## src/rtl/imm_encoder.sv

```systemverilog
// imm_encoder
//   Sequential search for a data-processing immediate encoding. Finds the
//   smallest rot such that value == {24'b0, imm8} << (ROT_STEP*rot), trying one
//   rot per cycle, or reports that no encoding exists.
//
// Ports
//   clk    in   system clock, rising edge
//   reset  in   asynchronous, active-high reset
//   start  in   request, sampled only while idle
//   value  in   32-bit constant to encode, captured on an accepted start
//   busy   out  high while searching or presenting a result
//   done   out  one-cycle pulse when ok/imm8/rot are valid
//   ok     out  1 = encodable, 0 = no (imm8, rot) exists
//   imm8   out  encoded 8-bit immediate
//   rot    out  encoded rotate field
module imm_encoder #(
    parameter int unsigned ROT_STEP = 4,
    parameter int unsigned MAX_ROT  = 6
) (
    input  logic        clk,
    input  logic        reset,
    input  logic        start,
    input  logic [31:0] value,
    output logic        busy,
    output logic        done,
    output logic        ok,
    output logic [7:0]  imm8,
    output logic [3:0]  rot
);

    localparam logic [1:0] IDLE   = 2'd0;
    localparam logic [1:0] SEARCH = 2'd1;
    localparam logic [1:0] MISS   = 2'd2;
    localparam logic [1:0] DONE   = 2'd3;

    logic [1:0]  state_q, state_d;
    logic [2:0]  cnt_q, cnt_d;
    logic [31:0] val_q, val_d;
    logic        ok_d;
    logic [7:0]  imm8_d;
    logic [3:0]  rot_d;

    logic [4:0]  shamt;
    logic [31:0] shifted;
    logic [31:0] low_mask;
    logic        fit;
    logic        last;

    // Shift stays below 32 because cnt never exceeds MAX_ROT.
    assign shamt    = 5'(ROT_STEP * 32'(cnt_q));
    assign shifted  = val_q >> shamt;
    assign low_mask = (32'h1 << shamt) - 32'h1;
    assign fit      = ((shifted & ~32'hFF) == 32'h0) && ((val_q & low_mask) == 32'h0);
    assign last     = (cnt_q == 3'(MAX_ROT));

    always_comb begin
        state_d = state_q;
        cnt_d   = cnt_q;
        val_d   = val_q;
        ok_d    = ok;
        imm8_d  = imm8;
        rot_d   = rot;
        case (state_q)
            IDLE: begin
                if (start) begin
                    val_d   = value;
                    cnt_d   = 3'd0;
                    state_d = SEARCH;
                end
            end
            SEARCH: begin
                if (fit) begin
                    ok_d    = 1'b1;
                    imm8_d  = shifted[7:0];
                    rot_d   = {1'b0, cnt_q};
                    state_d = DONE;
                end else if (last) begin
                    state_d = MISS;
                end else begin
                    cnt_d = cnt_q + 3'd1;
                end
            end
            // A miss takes one extra cycle so a failed search completes at a
            // fixed MAX_ROT+3, one cycle after the slowest possible hit.
            MISS: begin
                ok_d    = 1'b0;
                imm8_d  = 8'h00;
                rot_d   = 4'h0;
                state_d = DONE;
            end
            default: begin
                state_d = IDLE;
            end
        endcase
    end

    always_ff @(posedge clk or posedge reset) begin
        if (reset) begin
            state_q <= IDLE;
            cnt_q   <= 3'd0;
            val_q   <= 32'h0;
            ok      <= 1'b0;
            imm8    <= 8'h00;
            rot     <= 4'h0;
        end else begin
            state_q <= state_d;
            cnt_q   <= cnt_d;
            val_q   <= val_d;
            ok      <= ok_d;
            imm8    <= imm8_d;
            rot     <= rot_d;
        end
    end

    assign busy = (state_q != IDLE);
    assign done = (state_q == DONE);

endmodule

```

## config.mk

```make
export PLATFORM = sky130hd
export DESIGN_NAME = imm_encoder
export DESIGN_NICKNAME = d
export VERILOG_FILES = /design/src/rtl/imm_encoder.sv
export SDC_FILE = /design/constraint.sdc
export NUM_CORES = 1
export LEC_CHECK = 0
export BUFFER_PORTS_ARGS = -buffer_cell sky130_fd_sc_hd__buf_2
export CORE_UTILIZATION = 57
export DETAILED_ROUTE_END_ITERATION = 7
export PLACE_DENSITY = 0.9
export SYNTH_ARGS = -nofsm -noshare
export SYNTH_HDL_FRONTEND = slang
export SYNTH_SLANG_ARGS = --single-unit
```

## constraint.sdc

```tcl
create_clock -name clk -period 3.77 [get_ports clk]
set_input_delay 0 -clock clk [delete_from_list [all_inputs] [get_ports clk]]
set_output_delay 0 -clock clk [all_outputs]
set_load 0.02 [all_outputs]
```

# Word-level counts from Yosys, hierarchy flattened
# Index checks and enable logic that the tools add are counted.
classes:
  eq_ne: 9
  add_sub_neg: 2
  n_reduce_logical: 11
  shift: 2
  n_mux: 14
  bitwise_logic: 1
  n_mul: 0
  n_div: 0
  order_cmp: 0
op_table:
  columns: ["cell", "n"]
  rows:
  - ["zero test 32 bit", 2]
  - ["bitwise AND 32 bit", 1]
  - ["left shift 1 x 5 -> 32 bit, first input constant", 1]
  - [">> shifter 32 x 5 -> 32 bit", 1]
  - ["subtractor 32 x 1 -> 32 bit, second input constant", 1]
  - ["case mux 8 bit (2 select lines)", 1]
  - ["2-to-1 mux 3 bit", 3]
  - ["2-to-1 mux 8 bit", 1]
  - ["inequality test 2 bit, second input constant", 4]
  - ["case mux 4 bit (2 select lines)", 1]
  - ["2-to-1 mux 2 bit", 3]
  - ["case mux 2 bit (3 select lines)", 1]
  - ["case mux 3 bit (2 select lines)", 1]
  - ["AND reduction 2 bit", 3]
  - ["nonzero test 2 bit", 3]
  - ["equality test 2 bit, second input constant", 2]
  - ["2-to-1 mux 4 bit", 1]
  - ["AND reduction 4 bit", 1]
  - ["adder 3 x 1 -> 3 bit, second input constant", 1]
  - ["equality test 3 bit, second input constant", 1]
  - ["inequality test 3 bit, second input constant", 1]
  - ["equality test 2 x 1 -> 1 bit, second input constant", 1]
  - ["zero test 2 bit", 1]
  - ["case mux 1 bit (2 select lines)", 1]
  - ["2 further kinds", 2]
totals:
  in_bits: 35
  romBits: 0
  word_cells: 45
  regBits: 50
  ramBits: 0
  n_memories: 0
  latchBits: 0

# Logic depth before layout (Yosys ltp)
# Gate-level depths: netlist (run 1).
depth:
  word_depth: 7
  mapped_depth: 14
  mapped_depth_nobuf: 11

# Worst setup path after synthesis (run 1)
# OpenSTA, ideal clock, no wires.
synth_timing:
  path_type: "register to register"
  from: "register cnt_q[0]"
  to: "register imm8[7]"
  setup_time_ns: 0.121
  synth_period_minus_slack_ns: 2.819
  setup_slack_ns: 0.951
  arrival_ns: 2.698
  n_path_buf: 2
  path_stages_with_launch: 14
  path_cell_list: "dfrtp_1 -> inv_1 -> buf_6 -> ha_1 -> nand2b_1 -> ha_1 -> o31a_1 -> a311oi_1 -> o2111ai_1 -> nor4_1 -> o2111a_2 -> a21oi_2 -> buf_6 -> o2bb2ai_2"
synth_between:
  elab_chain_len: 7
  word_cells_on_any_way: 11
  cone_classes: "add/sub: 1; eq/ne: 1; shift: 2; mux: 2; bitwise: 1; reduce/logical: 4"
synth_rtl:
  columns: ["element", "line_no", "text"]
  rows:
  - ["start: declaration", "37", "logic [2:0] cnt_q, cnt_d;"]
  - ["start signal: assignment", "107", "cnt_q <= cnt_d;"]
  - ["left shift 1 x 5 -> 32 bit", "52", "assign low_mask = (32'h1 << shamt) - 32'h1;"]
  - ["subtractor 32 x 1 -> 32 bit", "52", null]
  - ["bitwise AND 32 bit", "53", "assign fit = ((shifted & ~32'hFF) == 32'h0) && ((val_q & low_mask) == 32'h0);"]
  - ["zero test 32 bit", "53", null]
  - ["logical AND 1 bit", "53", null]
  - ["inequality test 2 bit (no line)", null, null]
  - ["AND reduction 2 bit (no line)", null, null]
  - ["end signal: assignment", "110", "imm8 <= imm8_d;"]
  - ["end: declaration", "27", "output logic [7:0] imm8,"]
# Parallel ways exist; a longest one is shown, timed or not. The select of a mux whose other input is x is not followed.
# A chain may end at the register's enable or synchronous reset.

# Final worst setup path (run 1)
layout_timing:
  from: "register cnt_q[0]"
  to: "register imm8[0]"
# The elaborated chain is that of the path after synthesis.

==> results of run 1 <==
==> flip-flops by register name, indices dropped and copies added (netlist names) <==
register and flops:
cnt_q 3, ok 1, rot 3, val_q 32, state_q 2, imm8 8
==> routing by layer <==
| metal | wire length [um] | part of all wire [%] |
|---|---|---|
| met1 | 3320 | 41 |
| met2 | 4050 | 50 |
| met3 | 556 | 6.9 |
| met4 | 143 | 1.8 |
| met5 | 0 | 0 |
==> cell families (layout without fill, tap and decap cells) <==
group                    count (synthesis)  in the layout  synth area share, %
other                                    1              1                0.120
adder cells (fa/ha/maj)                 11             11                 4.40
XOR/XNOR                                 3              3                0.839
flip-flops                              49             49                 39.2
AO/OA/AOI/OAI                           66             66                 18.1
AND/OR/NAND/NOR                         59             59                 10.9
buffers and inverters                   29            107                 5.48
multiplexers                            54             54                 21.0
==> stage by stage <==
step / util (%) / cells / total power (uW) / worst slack [ps]
after floorplan: - / 272 / 2140 / 951
after global placement: 65.0 / 379 / 2430 / 819
after detailed placement: 65.0 / 379 / 2500 / 667
after CTS: 73.2 / 420 / 2860 / 638
after global routing: 73.2 / 420 / 3050 / 345
final: 73.2 / 420 / 2890 / 576
==> placed cells by master, fill, tap and decap left out, drive strengths merged, types with 3 or more instances in the layout <==
cell         instances
clkbuf               5
nand2b               3
o2bb2ai             15
nand4                3
nor2                10
nor2b                7
or3                  4
dfrtp               49
nand2               11
o21ai               11
dlygate4sd3         33
a211oi               5
nand3                4
a21oi                9
inv                 11
mux2                35
nor4                 5
o311ai               3
buf                 56
mux2i               14
mux4                 5
ha                  11
nor3                 5
==> final cells by class <==
cell class              instances  area share (%)
flip-flops and latches         49            32.2
clock buffers                   5            1.81
inverters                      10           0.986
well taps                      70            2.30
repair buffers                 89            16.6
multi-input cells             194            45.5
clock inverters                 3           0.657
==> where the power goes <==
group / total (uW) / internal (uW) / leakage [uW] / switching, uW
logic: 1550 / 746 / 0.00102 / 806
clock network: 318 / 134 / 0.0000447 / 184
registers: 1020 / 725 / 0.000610 / 300
==> repair_timing <==
item / 4_1_cts / 5_1_grt
gates resized for setup: 0 / 0
hold buffers: 33 / 0
hold endpoints to repair: 81 / 0
==> worst max-delay path, stage by stage, from the launching register on <==
cell and delay (ps):
dfrtp_1 420, inv_1 90, ha_1 310, nand2b_1 150, ha_1 270, o31a_1 120, a311oi_1 260, o2111ai_1 180
nor4_1 370, o211a_1 300, nand3_2 350, o2bb2ai_1 270
==> how the worst max path moves through the flow <==
stage / endpoint / slack [ps] / cells past startpoint
finish: imm8[0]$_DFFE_PP0P_ / 580 / 11
global placement: imm8[0]$_DFFE_PP0P_ / 820 / 10
detailed placement: ok$_DFFE_PP0P_ / 670 / 11
global route: ok$_DFFE_PP0P_ / 340 / 11
CTS: ok$_DFFE_PP0P_ / 640 / 11
floorplan: imm8[7]$_DFFE_PP0P_ / 950 / 13
==> results.sh, run 1 <==
export IMPL_std_cell_rows=26
export IMPL_cts_setup_buffers=0
export IMPL_cts_sinks=49
export IMPL_period_needed_ps=3190
export IMPL_worstRegToRegCells=11
export IMPL_avgSynthCellArea_um2=11.5
export IMPL_dpl_cell_area_um2=3380
export IMPL_path_class="reg2reg"
export IMPL_antenna_found_initial=0
export IMPL_grtUsageMet3_pct=6.47
export IMPL_multi_input_area_um2=1730
export IMPL_syn_area_um2=3130
export IMPL_finalSetupViolations=0
export IMPL_hold_viol_final=0
export IMPL_vias=2612
export IMPL_numPortBuffers=48
export IMPL_met1_usage_pct=34.6
export IMPL_cp_end_kind="flop"
export IMPL_cp_data_required_time_ps=4000
export IMPL_ys_ff_latch=49
export IMPL_final_net_count=395
export IMPL_area_growth_pct=21.7
export IMPL_netlist_area_leader_share_pct=39.2
export IMPL_first_pass_iters=5
export IMPL_netlist_top_cells_count="49 x dfrtp_1, 34 x mux2_2, 14 x mux2i_1, 11 x ha_1, 11 x nand2_1"
export IMPL_synth_nets=318
export IMPL_hold_end="cnt_q[1]$_DFFE_PP0P_"
export IMPL_antenna_left=0
export IMPL_yosys_most_used_dff="dfrtp_1"
export IMPL_die_area_um2=5790
export IMPL_die_h_um=76.1
export IMPL_clockRootBuffer="clkbuf_8"
export IMPL_max_slew_margin_rel_pct=34.2
export IMPL_yosysMostFrequentCell="dfrtp_1"
export IMPL_synth_cell_types=61
export IMPL_chipWidth_um=76.1
export IMPL_insertedDiodeCount=0
export IMPL_ir_drop_mv=0.489
export IMPL_cts_tree="done"
export IMPL_worst_pin_slew_ps=986
export IMPL_timing_final_crit_share_pct=84.7
export IMPL_reg2reg_to="imm8[0]$_DFFE_PP0P_"
export IMPL_clkLatencyLatePin_ps=310
export IMPL_stdcell_area_um2=3810
export IMPL_drc=0
export IMPL_cellPowerDensity_nw_per_um2=760
export IMPL_clk_pin_slew_ps=90
export IMPL_grt_max_degree=50
export IMPL_critPathLaunchType="flop"
export IMPL_hp_class="in2reg"
export IMPL_seq_area_um2=1230
export IMPL_wl_um=8070
export IMPL_gp_congestion=0.998
export IMPL_wl_per_cell_um=19.2
export IMPL_maxCapViolations=0
export IMPL_yosysTopAreaCell="dfrtp_1"
export IMPL_async_reset_ff_share_pct=100
export IMPL_pin_count=50
export IMPL_top_usage_layer="met2"
export IMPL_grt_setup_unrepaired="false"
export IMPL_grt_usage_pct=28.4
export IMPL_grt_pass1_vias=2643
export IMPL_clockBufferDepth=2
export IMPL_use_met2_pct=49.5
export IMPL_drt_iter0_drc=280
export IMPL_maxClockFrequency_ghz=0.313
export IMPL_synthTopCellsByArea="dfrtp_1 39%, mux2_2 12%, o2bb2ai_2 4.8%"
export IMPL_grt_ovfl_total=0
export IMPL_startpoint="cnt_q[0]$_DFFE_PP0P_"
export IMPL_power_leakage_uw=0.00167
export IMPL_drive_above_1_share_pct=34.3
export IMPL_outcome="finished, final reports clean"
export IMPL_dpl_hpwl_um=5430
export IMPL_core_um2=5200
export IMPL_start_util_pct=60.1
export IMPL_numCtsBuffers=5
export IMPL_yosys_warnings=0
export IMPL_report_final_slew_viol_count=0
export IMPL_holdPathStages=4
export IMPL_ys_seq_area_share_pct=39.2
export IMPL_synthCells=272
export IMPL_synth_edf_count=0
export IMPL_fin_hold_ws_ps=227
export IMPL_rrSetupSlack_ps=580
export IMPL_grt_pass1_wl_um=12900
export IMPL_reg2reg_from="cnt_q[0]$_DFFE_PP0P_"
export IMPL_arrival_ps=3420
export IMPL_htree_levels=2
export IMPL_min_delay_start="start"
export IMPL_vias_per_cell=6.22
export IMPL_setup_tns_ps=0
export IMPL_cp_max_fo=11
export IMPL_finalClockSkew_ps=16.2
export IMPL_num_fill_cells=355
Power figures use the tool's default switching activity.
==> run 2: changes to the inputs <==
==> constraint.sdc (replaced) <==
create_clock -name clk -period 3.1 [get_ports clk]
set_input_delay 0 -clock clk [delete_from_list [all_inputs] [get_ports clk]]
set_output_delay 0 -clock clk [all_outputs]
set_load 0.02 [all_outputs]
==> run 2 against run 1 <==
Net effect: routed wire length fell by 0.71%; critical path depth grew 1; fmax is 6.1% higher; worst hold slack worse by 2.3 ps; register-to-register slack worse by 490 ps; sequential power grew 23%; non-clock buffer count up 2; critical path type unchanged; largest cell class unchanged; highest routed layer unchanged.
==> results.sh, run 2 (synthesized netlist as in run 1, its figures left out) <==
export IMPL_outcome="finished, final reports clean"
export IMPL_period_needed_ps=3010
export IMPL_chipWidth_um=76.1
export IMPL_timing_final_crit_share_pct=97.1
export IMPL_report_final_slew_viol_count=0
export IMPL_cp_max_fo=11
export IMPL_final_net_count=397
export IMPL_core_um2=5200
export IMPL_stdcell_area_um2=3880
export IMPL_ir_drop_mv=0.515
export IMPL_worst_pin_slew_ps=1010
export IMPL_regMostFlops="val_q"
export IMPL_hp_class="in2reg"
export IMPL_cp_end_kind="flop"
export IMPL_pre_cts_ws_ps=103
export IMPL_reg_largest_list="val_q x32, imm8 x8"
export IMPL_arrival_ps=3240
export IMPL_grt_usage_pct=28.8
export IMPL_layout_common_cells="49 x dfrtp_1, 48 x buf_2, 34 x mux2_2"
export IMPL_cts_setup_buffers=0
export IMPL_cellPowerDensity_nw_per_um2=950
export IMPL_cts_tree="done"
export IMPL_power_leakage_uw=0.00170
export IMPL_gp_congestion=0.976
export IMPL_dpl_cell_area_um2=3400
export IMPL_die_h_um=76.1
export IMPL_std_cell_rows=26
export IMPL_htree_levels=2
export IMPL_grt_pass1_wl_um=13100
export IMPL_final_common_cell="dfrtp_1"
export IMPL_drt_iter0_drc=364
export IMPL_numCtsBuffers=5
export IMPL_vias=2629
export IMPL_antenna_left=0
export IMPL_max_slew_margin_rel_pct=32.5
export IMPL_grt_ovfl_total=0
export IMPL_clockBufferDepth=2
export IMPL_vias_per_cell=6.23
export IMPL_first_pass_iters=5
export IMPL_drive_above_1_share_pct=34.9
export IMPL_grt_pass1_vias=2669
export IMPL_num_fill_cells=343
export IMPL_cts_sinks=49
export IMPL_final_setup_worst_slack_ps=89.7
export IMPL_clockRootBuffer="clkbuf_8"
export IMPL_grt_setup_unrepaired="false"
export IMPL_path_class="reg2reg"
export IMPL_antenna_found_initial=0
export IMPL_die_area_um2=5790
export IMPL_pin_count=50
export IMPL_largest_reg_flops=32
export IMPL_insertedDiodeCount=0
export IMPL_finalClockSkew_ps=12.9
export IMPL_wl_per_cell_um=19.0
export IMPL_maxClockFrequency_ghz=0.332
export IMPL_numPortBuffers=48
export IMPL_cp_data_required_time_ps=3330
export IMPL_hold_viol_final=0
export IMPL_start_util_pct=60.1
export IMPL_maxCapViolations=0
export IMPL_critPathLaunchType="flop"
export IMPL_dpl_hpwl_um=5360
export IMPL_finalSetupViolations=0
export IMPL_grt_max_degree=50
export IMPL_wl_um=8010
export IMPL_clk_pin_slew_ps=100
export IMPL_drc=0
export IMPL_clkLatencyLatePin_ps=310
export IMPL_area_growth_pct=23.9
export IMPL_setup_tns_ps=0
## run 2: cell types whose count changed in the layout (fill, tap and decap cells not counted)
| cell | delta |
|---|---|
| buf_4 | +2 |
| a21oi_4 | +1 |
| clkinv_4 | -1 |
| bufinv_16 | +2 |
| ha_1 | -1 |
| clkinvlp_4 | -1 |
| a21oi_2 | -1 |
| ha_2 | +1 |
## run 2: worst paths after layout
path / startpoint / endpoint / slack, ps / cells past startpoint
setup reg to reg: cnt_q[0]$_DFFE_PP0P_ / imm8[1]$_DFFE_PP0P_ / 90 / 12
hold reg to reg: imm8[0]$_DFFE_PP0P_ / imm8[0]$_DFFE_PP0P_ / 500 / 1
hold / removal: start / cnt_q[1]$_DFFE_PP0P_ / 220 / 4
max in group asynchronous: reset / val_q[20]$_DFFE_PP0P_ / 1990 / 3
setup / recovery: cnt_q[0]$_DFFE_PP0P_ / imm8[1]$_DFFE_PP0P_ / 90 / 12
min in group asynchronous: reset / val_q[0]$_DFFE_PP0P_ / 480 / 3
## run 2: metal layers
layer / track usage (%) / vias up / part of all wire, %
met3: 7.66 / 28 / 8.3
met1: 34.2 / 1268 / 40
li1: - / 1194 / -
met2: 50.3 / 139 / 49
met5: 0 / - / 0
met4: 10.0 / 0 / 2.5
## run 2: repair_timing
action / CTS / global route
gates resized for setup: 0 / 2
hold buffers: 33 / 0
setup endpoints to repair: 0 / 12
endpoints found under the hold margin: 81 / 0
## run 2: per-stage QoR
| step | util (%) | cells | total power (uW) | hold slack [ps] |
|---|---|---|---|---|
| 2_1_floorplan | - | 272 | 2600 | 151 |
| 4_1_cts | 74.3 | 422 | 3620 | 222 |
| 3_3_place_gp | 65.3 | 381 | 2940 | 232 |
| 3_5_place_dp | 65.3 | 381 | 3020 | 236 |
| 6_report | 74.5 | 422 | 3680 | 224 |
| 5_1_grt | 74.5 | 422 | 3880 | 264 |
## run 2: where the power goes
| group | total (uW) | internal (uW) | switching (uW) | leakage (uW) |
|---|---|---|---|---|
| clock | 549 | 325 | 224 | 0.0000687 |
| combinational | 1890 | 922 | 963 | 0.00103 |
| sequential | 1250 | 881 | 368 | 0.000610 |
## run 2: critical path, stage by stage (launching register included)
cell and delay (ps):
dfrtp_1 430, inv_1 80, ha_1 290, nand2b_1 140
ha_1 240, nor2b_1 320, a21o_1 200, o2111ai_1 140
nor4_1 310, o211a_1 300, nand3_2 90, buf_4 220
o2bb2ai_2 170
## run 2: final cells by class
type	count	area [um^2]	share of cell area [%]
Multi-Input combinational cell	194	1740	44.9
Inverter	10	37.5	0.968
Tap cell	70	87.6	2.26
Clock inverter	3	68.8	1.77
Timing Repair Buffer	91	646	16.7
Sequential cell	49	1230	31.6
Clock buffer	5	68.8	1.77
